<file path="config.mk">
export PLATFORM = sky130hd
export DESIGN_NAME = uart_led_cmd_parser
export DESIGN_NICKNAME = d
export VERILOG_FILES = /design/src/rtl/uart_led_cmd_parser.sv
export SDC_FILE = /design/constraint.sdc
export NUM_CORES = 1
export LEC_CHECK = 0
export CELL_PAD_IN_SITES_DETAIL_PLACEMENT = 1
export CELL_PAD_IN_SITES_GLOBAL_PLACEMENT = 1
export CORE_UTILIZATION = 36
export CTS_CLUSTER_SIZE = 30
export DETAILED_ROUTE_END_ITERATION = 8
export HOLD_SLACK_MARGIN = 0.05
export MAX_ROUTING_LAYER = met4
export PLACE_DENSITY = 0.84
export SYNTH_ARGS = -nofsm -noshare
export SYNTH_HDL_FRONTEND = slang
export SYNTH_SLANG_ARGS = --single-unit
</file>
<file path="constraint.sdc">
create_clock -name i_Clock -period 1.8 [get_ports i_Clock]
set_input_delay 0.45 -clock i_Clock [delete_from_list [all_inputs] [get_ports i_Clock]]
set_output_delay 0.45 -clock i_Clock [all_outputs]
set_load 0.01 [all_outputs]
</file>
<file path="src/rtl/uart_led_cmd_parser.sv">
// uart_led_cmd_parser
//
// Assembles framed LED write commands from a UART receive byte stream.
// A frame is SYNC_BYTE, address, R, G and B, plus a trailing checksum byte
// (addr ^ R ^ G ^ B) when UART_CMD_CHECKSUM_EN is defined. A valid frame
// produces a one-cycle o_Write. A frame with an out-of-range address, a bad
// checksum or an inter-byte gap that is too long produces a one-cycle o_Err
// and increments a saturating error counter.
//
// Build option: UART_CMD_CHECKSUM_EN adds the checksum byte. The default
// build uses 5-byte frames with only the address range check.
//
// Ports:
//   i_Clock     system clock, rising edge
//   i_Reset     synchronous active-high reset
//   i_Valid     one-cycle strobe, i_Data holds a received byte
//   i_Data      received byte
//   o_Write     one-cycle strobe, o_Addr/o_RGB carry an accepted command
//   o_Addr      LED address of the last accepted frame
//   o_RGB       {R,G,B} of the last accepted frame
//   o_Err       one-cycle pulse when a frame is rejected
//   o_ErrCount  saturating count of rejected frames
//   o_Idle      high while hunting for SYNC_BYTE
module uart_led_cmd_parser #(
  parameter int unsigned CLK_HZ     = 80000000,
  parameter int unsigned TIMEOUT_US = 1000,
  parameter int unsigned LED_COUNT  = 64,
  parameter logic [7:0]  SYNC_BYTE  = 8'hAA
) (
  input  logic        i_Clock,
  input  logic        i_Reset,
  input  logic        i_Valid,
  input  logic [7:0]  i_Data,
  output logic        o_Write,
  output logic [7:0]  o_Addr,
  output logic [23:0] o_RGB,
  output logic        o_Err,
  output logic [7:0]  o_ErrCount,
  output logic        o_Idle
);

  localparam int unsigned TimeoutCycles = (CLK_HZ / 1000000) * TIMEOUT_US;
  localparam logic [23:0] GapLast       = 24'(TimeoutCycles - 1);

  typedef enum logic [2:0] {
    StSync,
    StAddr,
    StRed,
    StGrn,
`ifdef UART_CMD_CHECKSUM_EN
    StBlu,
    StCsum
`else
    StBlu
`endif
  } state_e;

  state_e      state_q;
  logic [23:0] gap_q;
  logic [7:0]  addr_q;
  logic [7:0]  red_q;
  logic [7:0]  grn_q;
`ifdef UART_CMD_CHECKSUM_EN
  logic [7:0]  blu_q;
  logic [7:0]  csum_q;
`endif

  function automatic logic [7:0] sat_inc(input logic [7:0] v);
    return (v == 8'hFF) ? v : v + 8'd1;
  endfunction

  assign o_Idle = (state_q == StSync);

  always_ff @(posedge i_Clock) begin
    if (i_Reset) begin
      state_q    <= StSync;
      gap_q      <= '0;
      addr_q     <= '0;
      red_q      <= '0;
      grn_q      <= '0;
`ifdef UART_CMD_CHECKSUM_EN
      blu_q      <= '0;
      csum_q     <= '0;
`endif
      o_Write    <= 1'b0;
      o_Addr     <= '0;
      o_RGB      <= '0;
      o_Err      <= 1'b0;
      o_ErrCount <= '0;
    end else begin
      o_Write <= 1'b0;
      o_Err   <= 1'b0;

      if (state_q == StSync || i_Valid) begin
        gap_q <= '0;
      end else begin
        gap_q <= gap_q + 24'd1;
      end

      if (i_Valid) begin
        unique case (state_q)
          StSync: begin
            if (i_Data == SYNC_BYTE) begin
              state_q <= StAddr;
`ifdef UART_CMD_CHECKSUM_EN
              csum_q  <= '0;
`endif
            end
          end
          StAddr: begin
            addr_q  <= i_Data;
`ifdef UART_CMD_CHECKSUM_EN
            csum_q  <= csum_q ^ i_Data;
`endif
            state_q <= StRed;
          end
          StRed: begin
            red_q   <= i_Data;
`ifdef UART_CMD_CHECKSUM_EN
            csum_q  <= csum_q ^ i_Data;
`endif
            state_q <= StGrn;
          end
          StGrn: begin
            grn_q   <= i_Data;
`ifdef UART_CMD_CHECKSUM_EN
            csum_q  <= csum_q ^ i_Data;
`endif
            state_q <= StBlu;
          end
`ifdef UART_CMD_CHECKSUM_EN
          StBlu: begin
            blu_q   <= i_Data;
            csum_q  <= csum_q ^ i_Data;
            state_q <= StCsum;
          end
          StCsum: begin
            if (32'(addr_q) < LED_COUNT && i_Data == csum_q) begin
              o_Addr  <= addr_q;
              o_RGB   <= {red_q, grn_q, blu_q};
              o_Write <= 1'b1;
            end else begin
              o_Err      <= 1'b1;
              o_ErrCount <= sat_inc(o_ErrCount);
            end
            state_q <= StSync;
          end
`else
          StBlu: begin
            if (32'(addr_q) < LED_COUNT) begin
              o_Addr  <= addr_q;
              o_RGB   <= {red_q, grn_q, i_Data};
              o_Write <= 1'b1;
            end else begin
              o_Err      <= 1'b1;
              o_ErrCount <= sat_inc(o_ErrCount);
            end
            state_q <= StSync;
          end
`endif
          default: state_q <= StSync;
        endcase
      end else if (state_q != StSync && gap_q == GapLast) begin
        // Inter-byte gap expired: drop the partial frame.
        state_q    <= StSync;
        o_Err      <= 1'b1;
        o_ErrCount <= sat_inc(o_ErrCount);
      end
    end
  end

endmodule
</file>
; After elaboration in Yosys (flattened, before gate mapping)
; Index checks and enable logic that the tools add are counted.
[totals]
regBits = 93
wordCells = 52
in_bits = 11
[op_classes]
magnitude_cmp = 1
n_reduce_logical = 13
n_addsub = 2
bitwise = 2
n_eq_ne = 10
mux = 14
[op_table]
columns = op, count
row1 = $mux W8, 5
row2 = $add A24 B1 Y24 const B, 1
row3 = $eq A24 B17 Y1 const B, 1
row4 = $eq A8 B8 Y1 const B, 2
row5 = $pmux W3 S4, 1
row6 = $mux W3, 3
row7 = $add A8 B1 Y8 const B, 1
row8 = $lt A8 B7 Y1 const B, 1
row9 = $reduce_and A2 Y1, 4
row10 = $eq A3 B2 Y1 const B, 2
row11 = $reduce_and A3 Y1, 2
row12 = $mux W1, 5
row13 = $eq A3 B1 Y1 const B, 1
row14 = $eq A3 B3 Y1 const B, 1
row15 = $logic_not A3 Y1, 1
row16 = $ne A3 B2 Y1 const B, 1
row17 = $reduce_bool A3 Y1, 1
row18 = $reduce_or A3 Y1, 1
row19 = $ne A2 B1 Y1 const B, 1
row20 = $ne A2 B2 Y1 const B, 1
row21 = $not A1 Y1, 2
row22 = $reduce_bool A2 Y1, 1
row23 = $reduce_or A2 Y1, 1
row24 = $logic_and A1 B1 Y1, 1
row25 = $logic_or A1 B1 Y1, 1

; Longest topological paths before layout
; Gate-level depths: netlist of the first run.
[logic_depth]
ltp_word = 5
depth_mapped = 7
mapped_depth_nobuf = 6

; Worst setup path after synthesis of the first run
; Ideal clock, no wire load.
[synth_path]
kind = register to register
from = register gap_q[0]
to = register o_ErrCount[3]
path_stages_with_launch = 7
setup_slack_ns = -0.020
synth_period_minus_slack_ns = 1.820
arrival_time_ns = 1.750
setup_ns = 0.070
required_time_ns = 1.730
cell_sequence = dfxtp_1 ha_1 nand4_2 nor4_2 a21oi_2 or4_1 a21oi_1
[synth_via]
elab_chain_len = 4
[synth_rtl]
columns = item, line
row1 = from (decl), 59  ; logic [23:0] gap_q;
row2 = from (signal assigned), 97  ; gap_q <= gap_q + 24'd1;
row3 = $eq A24 B17 Y1, 163  ; end else if (state_q != StSync && gap_q == GapLast) begin
row4 = $logic_and A1 B1 Y1, 163
row5 = $reduce_bool A2 Y1 (no line), --
row6 = $reduce_and A3 Y1 (no line), --
row7 = to (signal assigned), 156  ; o_ErrCount <= sat_inc(o_ErrCount);
row8 = to (signal assigned), 167  ; o_ErrCount <= sat_inc(o_ErrCount);
row9 = to (decl), 38  ; output logic [7:0] o_ErrCount,
; No other way between the ends.
; A chain may end at the register's enable or synchronous reset.

; Worst setup path after layout of the first run
[layout_path]
from = register state_q[2]
to = register o_ErrCount[7]
[layout_via]
elab_chain_len = 4
word_cells_on_any_way = 6
cone_classes = eq/ne: 2 / reduce/logical: 4
[layout_rtl]
columns = item, line
row1 = from (decl), 58  ; state_e state_q;
row2 = from (signal assigned), 76  ; state_q <= StSync;
row3 = from (signal assigned), 104  ; state_q <= StAddr;
row4 = from (signal assigned), 115  ; state_q <= StRed;
row5 = $reduce_bool A3 Y1, 163
row6 = $logic_and A1 B1 Y1, 163
row7 = $reduce_bool A2 Y1 (no line), --
row8 = $reduce_and A3 Y1 (no line) (*), --
; Every way passes the cells marked *; elsewhere a longest branch is shown, timed or not.

==> results of run 1 <==
## state kept, by name, indices dropped and copies added (netlist names), 3 cells and up
name	cells
addr_q	8
gap_q	24
grn_q	8
o_Addr	8
o_ErrCount	8
o_RGB	24
red_q	8
state_q	3
## timing repair
item                       4_1_cts  5_1_grt
pin swaps                        3       15
resized for setup               23       32
buffers inserted                 1        5
gates cloned                     1        0
setup endpoints to repair       16       26
hold buffers                     0        0
## cell usage after synthesis, types with 2 or more instances
master	number	area, sq um
sky130_fd_sc_hd__o31ai_1	3	22.52
sky130_fd_sc_hd__a21oi_1	63	315.3
sky130_fd_sc_hd__nand3_2	2	20.02
sky130_fd_sc_hd__xnor2_1	11	96.34
sky130_fd_sc_hd__nor4_2	5	62.56
sky130_fd_sc_hd__and3_1	3	18.77
sky130_fd_sc_hd__o21ai_1	2	10.01
sky130_fd_sc_hd__nor4b_2	2	30.03
sky130_fd_sc_hd__nand2_1	122	457.9
sky130_fd_sc_hd__inv_1	4	15.01
sky130_fd_sc_hd__nor3_2	3	30.03
sky130_fd_sc_hd__nand3_1	12	60.06
sky130_fd_sc_hd__or3_1	4	25.02
sky130_fd_sc_hd__xor2_1	9	78.83
sky130_fd_sc_hd__or4bb_1	2	22.52
sky130_fd_sc_hd__buf_6	2	22.52
sky130_fd_sc_hd__nor2_1	33	123.9
sky130_fd_sc_hd__nor3b_1	3	22.52
sky130_fd_sc_hd__ha_1	2	25.02
sky130_fd_sc_hd__dfxtp_1	93	1862
sky130_fd_sc_hd__o21ai_0	3	15.01
sky130_fd_sc_hd__clkbuf_1	21	78.83
sky130_fd_sc_hd__nor3_1	5	25.02
sky130_fd_sc_hd__and4_1	5	43.79
sky130_fd_sc_hd__nand4_1	3	18.77
sky130_fd_sc_hd__nor2b_1	3	18.77
sky130_fd_sc_hd__or4_1	4	30.03
## final cells by class
type	instances	area [sq um]	share of cell area
well taps	133	166.4	0.03212
multi-input cells	325	1964	0.3791
clock buffers	10	137.6	0.02656
repair buffers	104	963.4	0.1859
clock inverters	6	52.55	0.01014
flip-flops and latches	93	1882	0.3632
inverters	4	15.01	0.002898
## through the flow
| stage | worst slack [ns] | TNS (ns) | util | std cells |
|---|---|---|---|---|
| 3_3_place_gp | -0.3650 | -16.52 | 0.4766 | 652 |
| 4_1_cts | -0.004955 | -0.004955 | 0.5047 | 670 |
| 2_1_floorplan | 0.01966 | 0 | - | 445 |
| 5_1_grt | -0.1011 | -0.5401 | 0.5229 | 675 |
| 6_report | -0.03409 | -0.1146 | 0.5229 | 675 |
| 3_5_place_dp | -0.4388 | -20.11 | 0.4766 | 652 |
## critical path, stage by stage, from the launching register on
cell and delay (ns):
sky130_fd_sc_hd__dfxtp_2 0.37, sky130_fd_sc_hd__nor3_2 0.06, sky130_fd_sc_hd__buf_4 0.14, sky130_fd_sc_hd__nor4_4 0.37
sky130_fd_sc_hd__a21oi_4 0.14, sky130_fd_sc_hd__or4_4 0.54, sky130_fd_sc_hd__a21oi_2 0.15
## power breakdown
group	internal, uW	switching [uW]
sequential	2050	0.504
combinational	43.8	60.5
clock	562	805
total	2660	866
## metal layers
layer,vias up,part of all wire
met5,-,0
met2,53,0.54
met1,1706,0.42
li1,1683,-
met4,0,0.021
met3,21,0.020
## worst min-delay path by stage
stage	start	end	slack, ns
after floorplan	addr_q[0]	o_Addr[0]	0.43
final	grn_q[5]	o_RGB[13]	0.46
after global placement	grn_q[3]	o_RGB[11]	0.44
after detailed placement	o_RGB[8]	o_RGB[8]	0.45
after CTS	grn_q[5]	o_RGB[13]	0.46
after global routing	o_Addr[0]	o_Addr[0]	0.48
## placed cells by master, fill, tap and decap left out, types with 3 or more instances in the layout
master	instances
sky130_fd_sc_hd__nor4_2	3
sky130_fd_sc_hd__o21ai_0	3
sky130_fd_sc_hd__clkbuf_8	10
sky130_fd_sc_hd__inv_1	4
sky130_fd_sc_hd__xnor2_1	11
sky130_fd_sc_hd__o31ai_1	3
sky130_fd_sc_hd__buf_12	4
sky130_fd_sc_hd__or4_4	4
sky130_fd_sc_hd__xor2_1	9
sky130_fd_sc_hd__dfxtp_2	13
sky130_fd_sc_hd__buf_4	45
sky130_fd_sc_hd__and3_1	3
sky130_fd_sc_hd__nand2_1	122
sky130_fd_sc_hd__clkdlybuf4s50_1	47
sky130_fd_sc_hd__nor3_2	4
sky130_fd_sc_hd__nor2b_1	3
sky130_fd_sc_hd__nand3_1	12
sky130_fd_sc_hd__a21oi_1	59
sky130_fd_sc_hd__and4_1	4
sky130_fd_sc_hd__nor3_1	4
sky130_fd_sc_hd__a21oi_2	5
sky130_fd_sc_hd__nor4_4	3
sky130_fd_sc_hd__dfxtp_1	79
sky130_fd_sc_hd__nor4b_4	3
sky130_fd_sc_hd__or3_1	4
sky130_fd_sc_hd__nand4_1	3
sky130_fd_sc_hd__nor2_1	32
## cell families after synthesis
logic type | after synthesis | synth area share
adders and majority gates | 2 | 0.006688
xor gates and xnor gates | 20 | 0.04682
muxes | 2 | 0.005686
DFF | 93 | 0.4977
AOI/OAI and AO/OA | 76 | 0.1080
and+or+nand+nor | 224 | 0.3027
buffers and inverters | 28 | 0.03244
==> impl_results.rst, run 1 <==
.. list-table::
   :header-rows: 1

   * - Metric
     - Value
   * - DIE WIDTH
     - between 100 and 150 um
   * - Per-cell routed wire length
     - about 17 um
   * - Clock buffer count from CTS
     - 9
   * - Critical path fanouts, max
     - 5
   * - Vias after detailed routing
     - between 3000 and 4000
   * - Net count of the finished layout
     - 550
   * - Starting density of the core
     - 0.3775
   * - Post-route DRC violation count
     - 0
   * - Placement Rows
     - 36
   * - CTS root buf
     - sky130_fd_sc_hd__clkbuf_8
   * - Met1 track demand over resource in global routing
     - 0.2429
   * - Number of max-slew violations in the final report
     - 0
   * - Number of top-level design ports
     - 54
   * - Power, Total
     - approximately 3500 uW
   * - Dpl cell area
     - roughly 0.0047 sq mm
   * - DPL Wire Length
     - about 7600 um
   * - Achievable frequency
     - 545.2 MHz
   * - Outcome
     - finished with violations
   * - Cell area after layout
     - around 0.0052 sq mm
   * - Skew final
     - around 0.010 ns
   * - Post-synth top flop
     - sky130_fd_sc_hd__dfxtp_1
   * - Distinct cells, synth
     - 48
   * - Setup repair after global routing missed its margin
     - true
   * - Critical path capture point
     - o_ErrCount[7]
   * - Grt total ovfl
     - 0
   * - DR iter-0 viols
     - 139
   * - H-tree levels
     - 3
   * - Slew margin rel.
     - 0.6354
   * - Seq/Total Area, Yosys
     - 0.4977
   * - Global-route met2 utilization
     - 0.3795
   * - Number of buffers inserted by port buffering
     - 53
   * - Overall die area
     - roughly 0.011 sq mm
   * - Layer carrying the most global-route usage
     - met2
   * - Hold Crit Depth
     - 2
   * - Final setup slack of the worst path
     - -0.03409 ns
   * - Data required, critical path
     - around 2.1 ns
   * - RR Endpoint
     - o_ErrCount[7]
   * - Type of destination of the critical path
     - flip-flop
   * - CTS tree
     - built
   * - Ratio of cells with drive above 1 in the final layout
     - 0.2269
   * - Die boundary height
     - 103.9 um
   * - Sink count of the clock tree
     - a little over 90
   * - Reg-to-Reg Start
     - state_q[2]
   * - Area of the core
     - about 0.01 sq mm
   * - Post-CTS clock slew at the launch and capture registers of the worst setup and hold paths
     - 0.10 ns
   * - Antenna cells
     - 0
   * - Met3 track demand over resource
     - 0.02820
   * - Reg2Reg Setup Slack
     - -0.03 ns
   * - Drt total wl
     - between 10000 and 15000 um
   * - Reg2Reg Depth
     - 6
   * - Number of nets still failing antenna checks after routing
     - 0
   * - Final worst hold slack
     - between 0.4 and 0.5 ns
   * - # fillers
     - around 1200
   * - Routed via count divided by cell count
     - just over 5
   * - Number of endpoints with negative hold slack in the final report
     - 0
   * - Hold Path Class
     - reg2reg
   * - First-pass detailed-route iteration total
     - 4
   * - Final critical delay including setup and external delays
     - 1.834 ns
   * - Layout area overhead
     - 38.50%
   * - Per-instance average area after synthesis
     - 8.407 sq um
   * - Register bit total from synthesis
     - 93
   * - Antenna violations before repair
     - 0
   * - Net count of the mapped netlist
     - roughly 460
   * - Maximum ir drop on the vdd rail
     - 0.0003227 V
   * - Maximum number of pins on one net before global-route repair
     - between 70 and 80
   * - Failing checks
     - negative setup slack
   * - Post-synth EDFFs
     - 0
   * - Start-to-end type of the worst setup path
     - reg2reg
   * - Number of max-capacitance violations reported
     - 0
   * - Proportion of synthesized flip-flops having asynchronous set or reset
     - 0
   * - Transition time at the pin with the least slew margin
     - 0.5470 ns
   * - Areal power density over the cells
     - 680.7 mW/mm^2
   * - Buffer depth of the longest clock path
     - 2
   * - Clock latency reported for the late side of the worst-skew pair
     - about 0.37 ns
   * - Total global routing track utilization
     - 0.2143
   * - Kind of launch point of the worst setup path
     - flip-flop
   * - Data arrival, critical path
     - between 2 and 2.5 ns
   * - Weighted congestion at the end of routability-driven global placement
     - approximately 0.76
   * - Synth Cell Area
     - 0.003741 sq mm
   * - Launch point of the worst path
     - state_q[2]
   * - Wire length of the first global-routing pass
     - between 15000 and 20000 um
   * - Static Leak
     - around 0.0018 uW
   * - Gate Count Post-Synth
     - between 400 and 500
   * - # setup viols final
     - 6
   * - Final worst-path cycle share
     - 1.019
   * - Via count of the first global-routing pass
     - approximately 3700
   * - Syn. warnings
     - 0
No activity file was read; power rests on OpenSTA's default activity.
==> inputs of run 2 (changes only) <==
--- a/config.mk
+++ b/config.mk
@@ -12,7 +12,7 @@
 export DETAILED_ROUTE_END_ITERATION = 8
 export HOLD_SLACK_MARGIN = 0.05
 export MAX_ROUTING_LAYER = met4
-export PLACE_DENSITY = 0.84
+export PLACE_DENSITY_LB_ADDON = 0.1
 export SYNTH_ARGS = -nofsm -noshare
 export SYNTH_HDL_FRONTEND = slang
 export SYNTH_SLANG_ARGS = --single-unit
==> impl_results.rst, run 2 (synthesis results as in run 1) <==
.. list-table::
   :header-rows: 1

   * - Metric
     - Value
   * - Outcome
     - completed
   * - Vias after detailed routing
     - 3315 (-4.3%)
   * - Clock buffer count from CTS
     - 9 (unchanged)
   * - Setup repair after global routing missed its margin
     - true
   * - DIE WIDTH
     - 103.9 um (unchanged)
   * - Overall die area
     - 0.01080 sq mm (unchanged)
   * - Sink count of the clock tree
     - 93 (unchanged)
   * - Start-to-end type of the worst setup path
     - reg2reg
   * - Data arrival, critical path
     - 2.06 ns (-0.07 ns)
   * - First-pass detailed-route iteration total
     - 4 (unchanged)
   * - Die boundary height
     - 103.9 um (unchanged)
   * - DPL Wire Length
     - 7012 um (-8.2%)
   * - H-tree levels
     - 3 (unchanged)
   * - Kind of launch point of the worst setup path
     - flip-flop
   * - Number of top-level design ports
     - 54 (unchanged)
   * - Setup slack at placement
     - -0.4390 ns (-0.0001890 ns)
   * - Routed via count divided by cell count
     - 4.911 (-4.3%)
   * - Grt total ovfl
     - 0 (unchanged)
   * - CTS tree
     - built
   * - Number of max-slew violations in the final report
     - 0 (unchanged)
   * - Final setup slack of the worst path
     - 0.03152 ns (+0.06561 ns)
   * - Commonest non-fill, non-tap cell in the layout
     - sky130_fd_sc_hd__nand2_1
   * - Data required, critical path
     - 2.09 ns (about the same)
   * - # setup viols final
     - 0 (-6)
   * - Antenna violations before repair
     - 0 (unchanged)
   * - Skew final
     - 0.007746 ns (-0.002699 ns)
   * - Int Pwr
     - 2742 uW (+3.1%)
   * - Area of the core
     - 0.009910 sq mm (unchanged)
   * - Ratio of cells with drive above 1 in the final layout
     - 0.2085 (-0.01845)
   * - Via count of the first global-routing pass
     - 3378 (-9.6%)
   * - Placement Rows
     - 36 (unchanged)
   * - CTS root buf
     - sky130_fd_sc_hd__clkbuf_8
   * - Final TNS setup
     - 0 ns (+0.1146 ns)
   * - Maximum ir drop on the vdd rail
     - 0.0003225 V (about the same)
   * - Final critical delay including setup and external delays
     - 1.768 ns (-0.06561 ns)
   * - Slew margin rel.
     - 0.7571 (+0.1217)
   * - Total global routing track utilization
     - 0.1975 (-0.01685)
   * - Sequential cell fraction of total power
     - 0.575 (-0.008)
   * - Post-route DRC violation count
     - 0 (unchanged)
   * - Largest registers ranked by flip-flop count
     - gap_q: 24 flops, o_RGB: 24 flops
   * - Areal power density over the cells
     - 701.9 mW/mm^2 (+3.1%)
   * - Most frequent cells in the layout
     - sky130_fd_sc_hd__nand2_1, sky130_fd_sc_hd__dfxtp_1, sky130_fd_sc_hd__a21oi_1
   * - Static Leak
     - 0.001754 uW (-0.59%)
   * - Clock latency reported for the late side of the worst-skew pair
     - 0.36 ns (about the same)
   * - Critical path fanouts, max
     - 8 (+3)
   * - Maximum number of pins on one net before global-route repair
     - 66 (-7.0%)
   * - Net count of the finished layout
     - 550 (unchanged)
   * - Number of max-capacitance violations reported
     - 0 (unchanged)
   * - Layout area overhead
     - 36.22%
   * - Number of endpoints with negative hold slack in the final report
     - 0 (unchanged)
   * - DR iter-0 viols
     - 86 (-38%)
   * - Starting density of the core
     - 0.3775 (unchanged)
   * - Transition time at the pin with the least slew margin
     - 0.3596 ns (-0.1873 ns)
   * - Sw frac
     - 0.2334 (-0.01220)
   * - Buffer depth of the longest clock path
     - 2 (unchanged)
   * - Post-CTS clock slew at the launch and capture registers of the worst setup and hold paths
     - 0.10 ns (about the same)
   * - Achievable frequency
     - 565.5 MHz (+3.7%)
   * - Net switching power of the design
     - 835.0 uW (-3.6%)
   * - Number of buffers inserted by port buffering
     - 53 (unchanged)
   * - Antenna cells
     - 0 (unchanged)
   * - Combinational fraction of design power
     - 0.027 (-0.003)
   * - Number of nets still failing antenna checks after routing
     - 0 (unchanged)
   * - Type of destination of the critical path
     - flip-flop
   * - Count of hold buffers inserted by post-cts repair
     - 0 (unchanged)
   * - Hold Path Class
     - in2reg
   * - Wire length of the first global-routing pass
     - 16660 um (-8.5%)
   * - Clock network fraction of design power
     - 0.398 (+0.010)
   * - Weighted congestion at the end of routability-driven global placement
     - 0.7420 (-2.9%)
   * - Final worst-path cycle share
     - 0.9825 (-0.03645)
   * - Per-cell routed wire length
     - 14.78 um (-12%)
   * - Drt total wl
     - 9978 um (-12%)
==> run 2: changes by cell type in the layout (fill, tap and decap cells not counted), moves of 2 or more <==
cell	previous run	this run
sky130_fd_sc_hd__dfxtp_1	79	84
sky130_fd_sc_hd__dfxtp_2	13	8
sky130_fd_sc_hd__or4bb_1	0	2
sky130_fd_sc_hd__or4bb_4	2	0
sky130_fd_sc_hd__buf_4	45	48
==> run 2: power by group through the flow <==
stage	combinational [uW]	sequential, uW	clock (uW)
detailed placement	97.3	2100	0
global placement	96.7	2100	0
global route	105	2060	1560
finish	98.0	2060	1420
CTS	97.7	2060	1460
floorplan	29.5	2100	0
==> run 2: what timing repair did <==
| item | in CTS | in global routing |
|---|---|---|
| setup endpoints to repair | 14 | 19 |
| setup buffers | 1 | 0 |
| pin swaps | 6 | 8 |
| gates resized for setup | 18 | 21 |
| cloned | 0 | 0 |
==> run 2: worst paths after layout <==
check / from / to / slack [ns] / cells past startpoint
worst max-delay path: gap_q[21] / o_ErrCount[4] / 0.03 / 5
worst min-delay path: i_Reset / o_ErrCount[0] / 0.38 / 2
worst max register to register: gap_q[21] / o_ErrCount[4] / 0.03 / 5
worst min register to register: o_RGB[6] / o_RGB[6] / 0.46 / 2
==> run 2: per-stage QoR <==
stage / instance area [sq um] / util / cells / hold slack (ns) / power [uW]
global route: 5096 / 0.5143 / 675 / 0.3784 / 3722
detailed placement: 4756 / 0.4799 / 658 / 0.4478 / 2202
global placement: 4756 / 0.4799 / 658 / 0.4380 / 2202
floorplan: 3745 / - / 445 / 0.4321 / 2134
finish: 5096 / 0.5143 / 675 / 0.3758 / 3577
CTS: 5029 / 0.5074 / 675 / 0.3417 / 3614
==> run 2: critical path, stage by stage, from the launching register on <==
cell	delay (ns)
sky130_fd_sc_hd__dfxtp_1	0.34
sky130_fd_sc_hd__nor4b_2	0.29
sky130_fd_sc_hd__and4_4	0.30
sky130_fd_sc_hd__a21oi_4	0.10
sky130_fd_sc_hd__or4_4	0.53
sky130_fd_sc_hd__a21oi_2	0.14
==> run 2: layout make-up <==
class / instances / area, sq um
Sequential cell: 93 / 1876
Clock buffer: 9 / 123.9
Multi-Input combinational cell: 324 / 1886
Inverter: 4 / 15.01
Fill cell: 1182 / 4813
Timing Repair Buffer: 105 / 954.7
Tap cell: 133 / 166.4
Clock inverter: 7 / 75.07
==> run 2: routing by layer <==
metal,track usage,wire length (um),vias to the layer above
met1,0.2519,4809,1564
met4,0.08163,155,0
met2,0.3148,4699,57
li1,-,-,1682
met3,0.02694,314,12
met5,-,0,-
==> inputs of run 3 (changes only) <==
--- a/config.mk
+++ b/config.mk
@@ -7,7 +7,8 @@
 export LEC_CHECK = 0
 export CELL_PAD_IN_SITES_DETAIL_PLACEMENT = 1
 export CELL_PAD_IN_SITES_GLOBAL_PLACEMENT = 1
-export CORE_UTILIZATION = 36
+export CORE_ASPECT_RATIO = 0.7
+export CORE_UTILIZATION = 43
 export CTS_CLUSTER_SIZE = 30
 export DETAILED_ROUTE_END_ITERATION = 8
 export HOLD_SLACK_MARGIN = 0.05
==> constraint.sdc (replaced) <==
create_clock -name i_Clock -period 2.3 [get_ports i_Clock]
set_input_delay 0.575 -clock i_Clock [delete_from_list [all_inputs] [get_ports i_Clock]]
set_output_delay 0.575 -clock i_Clock [all_outputs]
set_load 0.01 [all_outputs]
==> impl_results.rst, run 3 (synthesis results as in run 1) <==
.. list-table::
   :header-rows: 1

   * - Metric
     - Value
   * - Outcome
     - completed
   * - Layout area overhead
     - 29.33%
   * - RR Endpoint
     - o_ErrCount[4]
   * - Number of endpoints with negative hold slack in the final report
     - 0 (unchanged)
   * - Most frequent cells in the layout
     - sky130_fd_sc_hd__nand2_1, sky130_fd_sc_hd__dfxtp_1, sky130_fd_sc_hd__a21oi_1
   * - Critical path buffers and inverters
     - 1 (+1)
   * - Per-cell routed wire length
     - 15.38 um (+4.0%)
   * - CTS root buf
     - sky130_fd_sc_hd__clkbuf_16
   * - Critical path capture point
     - o_Idle
   * - Placement Rows
     - 28 (-22%)
   * - Kind of launch point of the worst setup path
     - flip-flop
   * - Buffer depth of the longest clock path
     - 2 (unchanged)
   * - Maximum ir drop on the vdd rail
     - 0.0004482 V (+39%)
   * - Count of cell instances traversed by the critical path
     - 2 (-3)
   * - # fillers
     - 980 (-17%)
   * - Setup slack at placement
     - -0.08363 ns (+0.3554 ns)
   * - Number of top-level design ports
     - 54 (unchanged)
   * - Number of max-slew violations in the final report
     - 0 (unchanged)
   * - Number of buffers inserted to repair setup after CTS
     - 0 (-1)
   * - Area of the core
     - 0.008443 sq mm (-15%)
   * - Static Leak
     - 0.001573 uW (-10%)
   * - Achievable frequency
     - around 470 MHz
   * - Final standard cell utilization of the core
     - 0.5731 (+0.05879)
   * - Net count of the finished layout
     - 526 (-4.4%)
   * - Hold Path Class
     - reg2reg
   * - Slew margin rel.
     - 0.6547 (-0.1024)
   * - Drt total wl
     - 9794 um (-1.8%)
   * - Data arrival, critical path
     - 1.57 ns (-0.49 ns)
   * - Routed met1 length
     - 4615 um (-4.0%)
   * - Dpl cell area
     - 0.004538 sq mm (-4.6%)
   * - Max layer used
     - met4
   * - Number of buffers inserted by port buffering
     - 53 (unchanged)
   * - Overall die area
     - 0.009083 sq mm (-16%)
   * - Areal power density over the cells
     - 654.2 mW/mm^2 (-6.8%)
   * - Commonest non-fill, non-tap cell in the layout
     - sky130_fd_sc_hd__nand2_1
   * - Slowest cell on crit path
     - sky130_fd_sc_hd__clkdlybuf4s50_1
   * - DIE WIDTH
     - 113.5 um (+9.2%)
   * - Sw frac
     - 0.1999 (-0.03358)
   * - Setup repair after global routing missed its margin
     - false
   * - Post-route DRC violation count
     - 0 (unchanged)
   * - Maximum number of pins on one net before global-route repair
     - 40 (-39%)
   * - Routed via count divided by cell count
     - 5.204 (+6.0%)
   * - Total global routing track utilization
     - 0.2389 (+0.04147)
   * - Vias after detailed routing
     - 3315 (unchanged)
   * - Weighted congestion at the end of routability-driven global placement
     - 0.8096 (+9.1%)
   * - Die boundary height
     - 80.04 um (-23%)
   * - Delay of the slowest cell on the worst path
     - 0.58 ns (+0.05 ns)
   * - Largest registers ranked by flip-flop count
     - gap_q: 24 flops, o_RGB: 24 flops
   * - Starting density of the core
     - 0.4431 (+0.06557)
   * - Sink count of the clock tree
     - 93 (unchanged)
   * - Combinational fraction of design power
     - 0.023 (-0.004)
   * - Skew final
     - 0.003097 ns (-0.004649 ns)
   * - DR iter-0 viols
     - 173 (+100%)
   * - Start-to-end type of the worst setup path
     - reg2out
   * - Count of hold buffers inserted by post-cts repair
     - 0 (unchanged)
   * - Launch point of the worst path
     - state_q[0]
   * - Sequential cell fraction of total power
     - 0.509 (-0.066)
   * - Post-Place Cells
     - 622 (-5.5%)
   * - Data required, critical path
     - 1.73 ns (-0.36 ns)
   * - H-tree levels
     - 3 (unchanged)
   * - Clock network fraction of design power
     - 0.468 (+0.070)
   * - Final TNS setup
     - 0 ns (unchanged)
   * - Final setup slack of the worst path
     - 0.1550 ns (+0.1235 ns)
   * - Net switching power of the design
     - 632.6 uW (-24%)
   * - Wire length of the first global-routing pass
     - 16330 um (-2.0%)
   * - Antenna cells
     - 0 (unchanged)
   * - Category of cells accounting for the largest share of critical-path delay
     - buffers and inverters
   * - Grt total ovfl
     - 0 (unchanged)
   * - First-pass detailed-route iteration total
     - 4 (unchanged)
   * - Int Pwr
     - 2533 uW (-7.6%)
   * - Number of gates resized after CTS
     - 0 (-18)
   * - Clock buffer count from CTS
     - 9 (unchanged)
   * - Critical path fanouts, max
     - 10 (+2)
   * - Ratio of cells with drive above 1 in the final layout
     - 0.1219 (-0.08663)
   * - Detailed route wirelength on metal3
     - 409 um (+30%)
   * - CTS tree
     - built
   * - Reg2Reg Depth
     - 6 (+1)
   * - Antenna violations before repair
     - 0 (unchanged)
   * - # setup viols final
     - 0 (unchanged)
   * - DPL Wire Length
     - 6925 um (-1.2%)
   * - Number of nets still failing antenna checks after routing
     - 0 (unchanged)
   * - Non-filler cells in the finished layout
     - 637 (-5.6%)
   * - Cells along the critical path
     - nor3_2 -> clkdlybuf4s50_1
   * - Via count of the first global-routing pass
     - 3284 (-2.8%)
   * - Cell area after layout
     - 0.004838 sq mm (-5.1%)
   * - Met2 Wirelength
     - 4661 um (-0.81%)
   * - Transition time at the pin with the least slew margin
     - 0.5179 ns (+0.1583 ns)
   * - Final critical delay including setup and external delays
     - about 2.1 ns
   * - Clock latency reported for the late side of the worst-skew pair
     - 0.34 ns (-0.02 ns)
   * - Type of destination of the critical path
     - output pin
   * - Reg2Reg Setup Slack
     - 0.25 ns (+0.22 ns)
   * - Reg-to-Reg Start
     - state_q[0]
   * - Final worst-path cycle share
     - 0.9326
   * - Post-CTS clock slew at the launch and capture registers of the worst setup and hold paths
     - 0.06 ns (-0.04 ns)
   * - Number of max-capacitance violations reported
     - 0 (unchanged)
run 3: worst register-to-register path: cells and delay by family (launching register included):
family / cells / cell delay [ns]
AND/OR/NAND/NOR: 3 / 0.96
flip-flops: 1 / 0.50
buffers and inverters: 1 / 0.17
AO/OA/AOI/OAI: 2 / 0.35
run 3: metal layers:
layer | vias up | global-route usage
li1 | 1637 | -
met1 | 1604 | 0.3038
met2 | 62 | 0.3854
met3 | 12 | 0.05771
met4 | 0 | 0.05526
met5 | - | -
run 3: power groups by stage:
stage          Sequential, uW  Clock [uW]  Combinational, uW
3_5_place_dp             1650           0               72.4
4_1_cts                  1610        1510               73.4
5_1_grt                  1610        1560               78.3
3_3_place_gp             1650           0               72.3
2_1_floorplan            1650           0               23.1
6_report                 1610        1480               73.4
run 3: how the worst min path moves through the flow:
stage / start / end / slack [ns] / cells past startpoint
floorplan: addr_q[0] / o_Addr[0] / 0.43 / 2
global placement: o_Addr[4] / o_Addr[4] / 0.44 / 2
detailed placement: o_RGB[2] / o_RGB[2] / 0.45 / 2
CTS: o_RGB[2] / o_RGB[2] / 0.46 / 2
global route: o_RGB[6] / o_RGB[6] / 0.47 / 2
finish: o_RGB[2] / o_RGB[2] / 0.45 / 2
run 3: final cells by class:
cell class | instances | area [sq um] | area share
clock buffer | 11 | 252.7 | 0.05224
clock inverter | 4 | 47.55 | 0.009827
inverter | 4 | 15.01 | 0.003103
multi-input combinational | 324 | 1763 | 0.3644
sequential | 93 | 1862 | 0.3848
tap | 120 | 150.1 | 0.03103
timing repair buffer | 81 | 748.2 | 0.1546
run 3: through the flow:
stage | hold WS (ns) | total power [uW]
4_1_cts | 0.4554 | 3199
2_1_floorplan | 0.4321 | 1670
6_report | 0.4531 | 3165
3_5_place_dp | 0.4473 | 1720
5_1_grt | 0.4709 | 3253
3_3_place_gp | 0.4427 | 1720
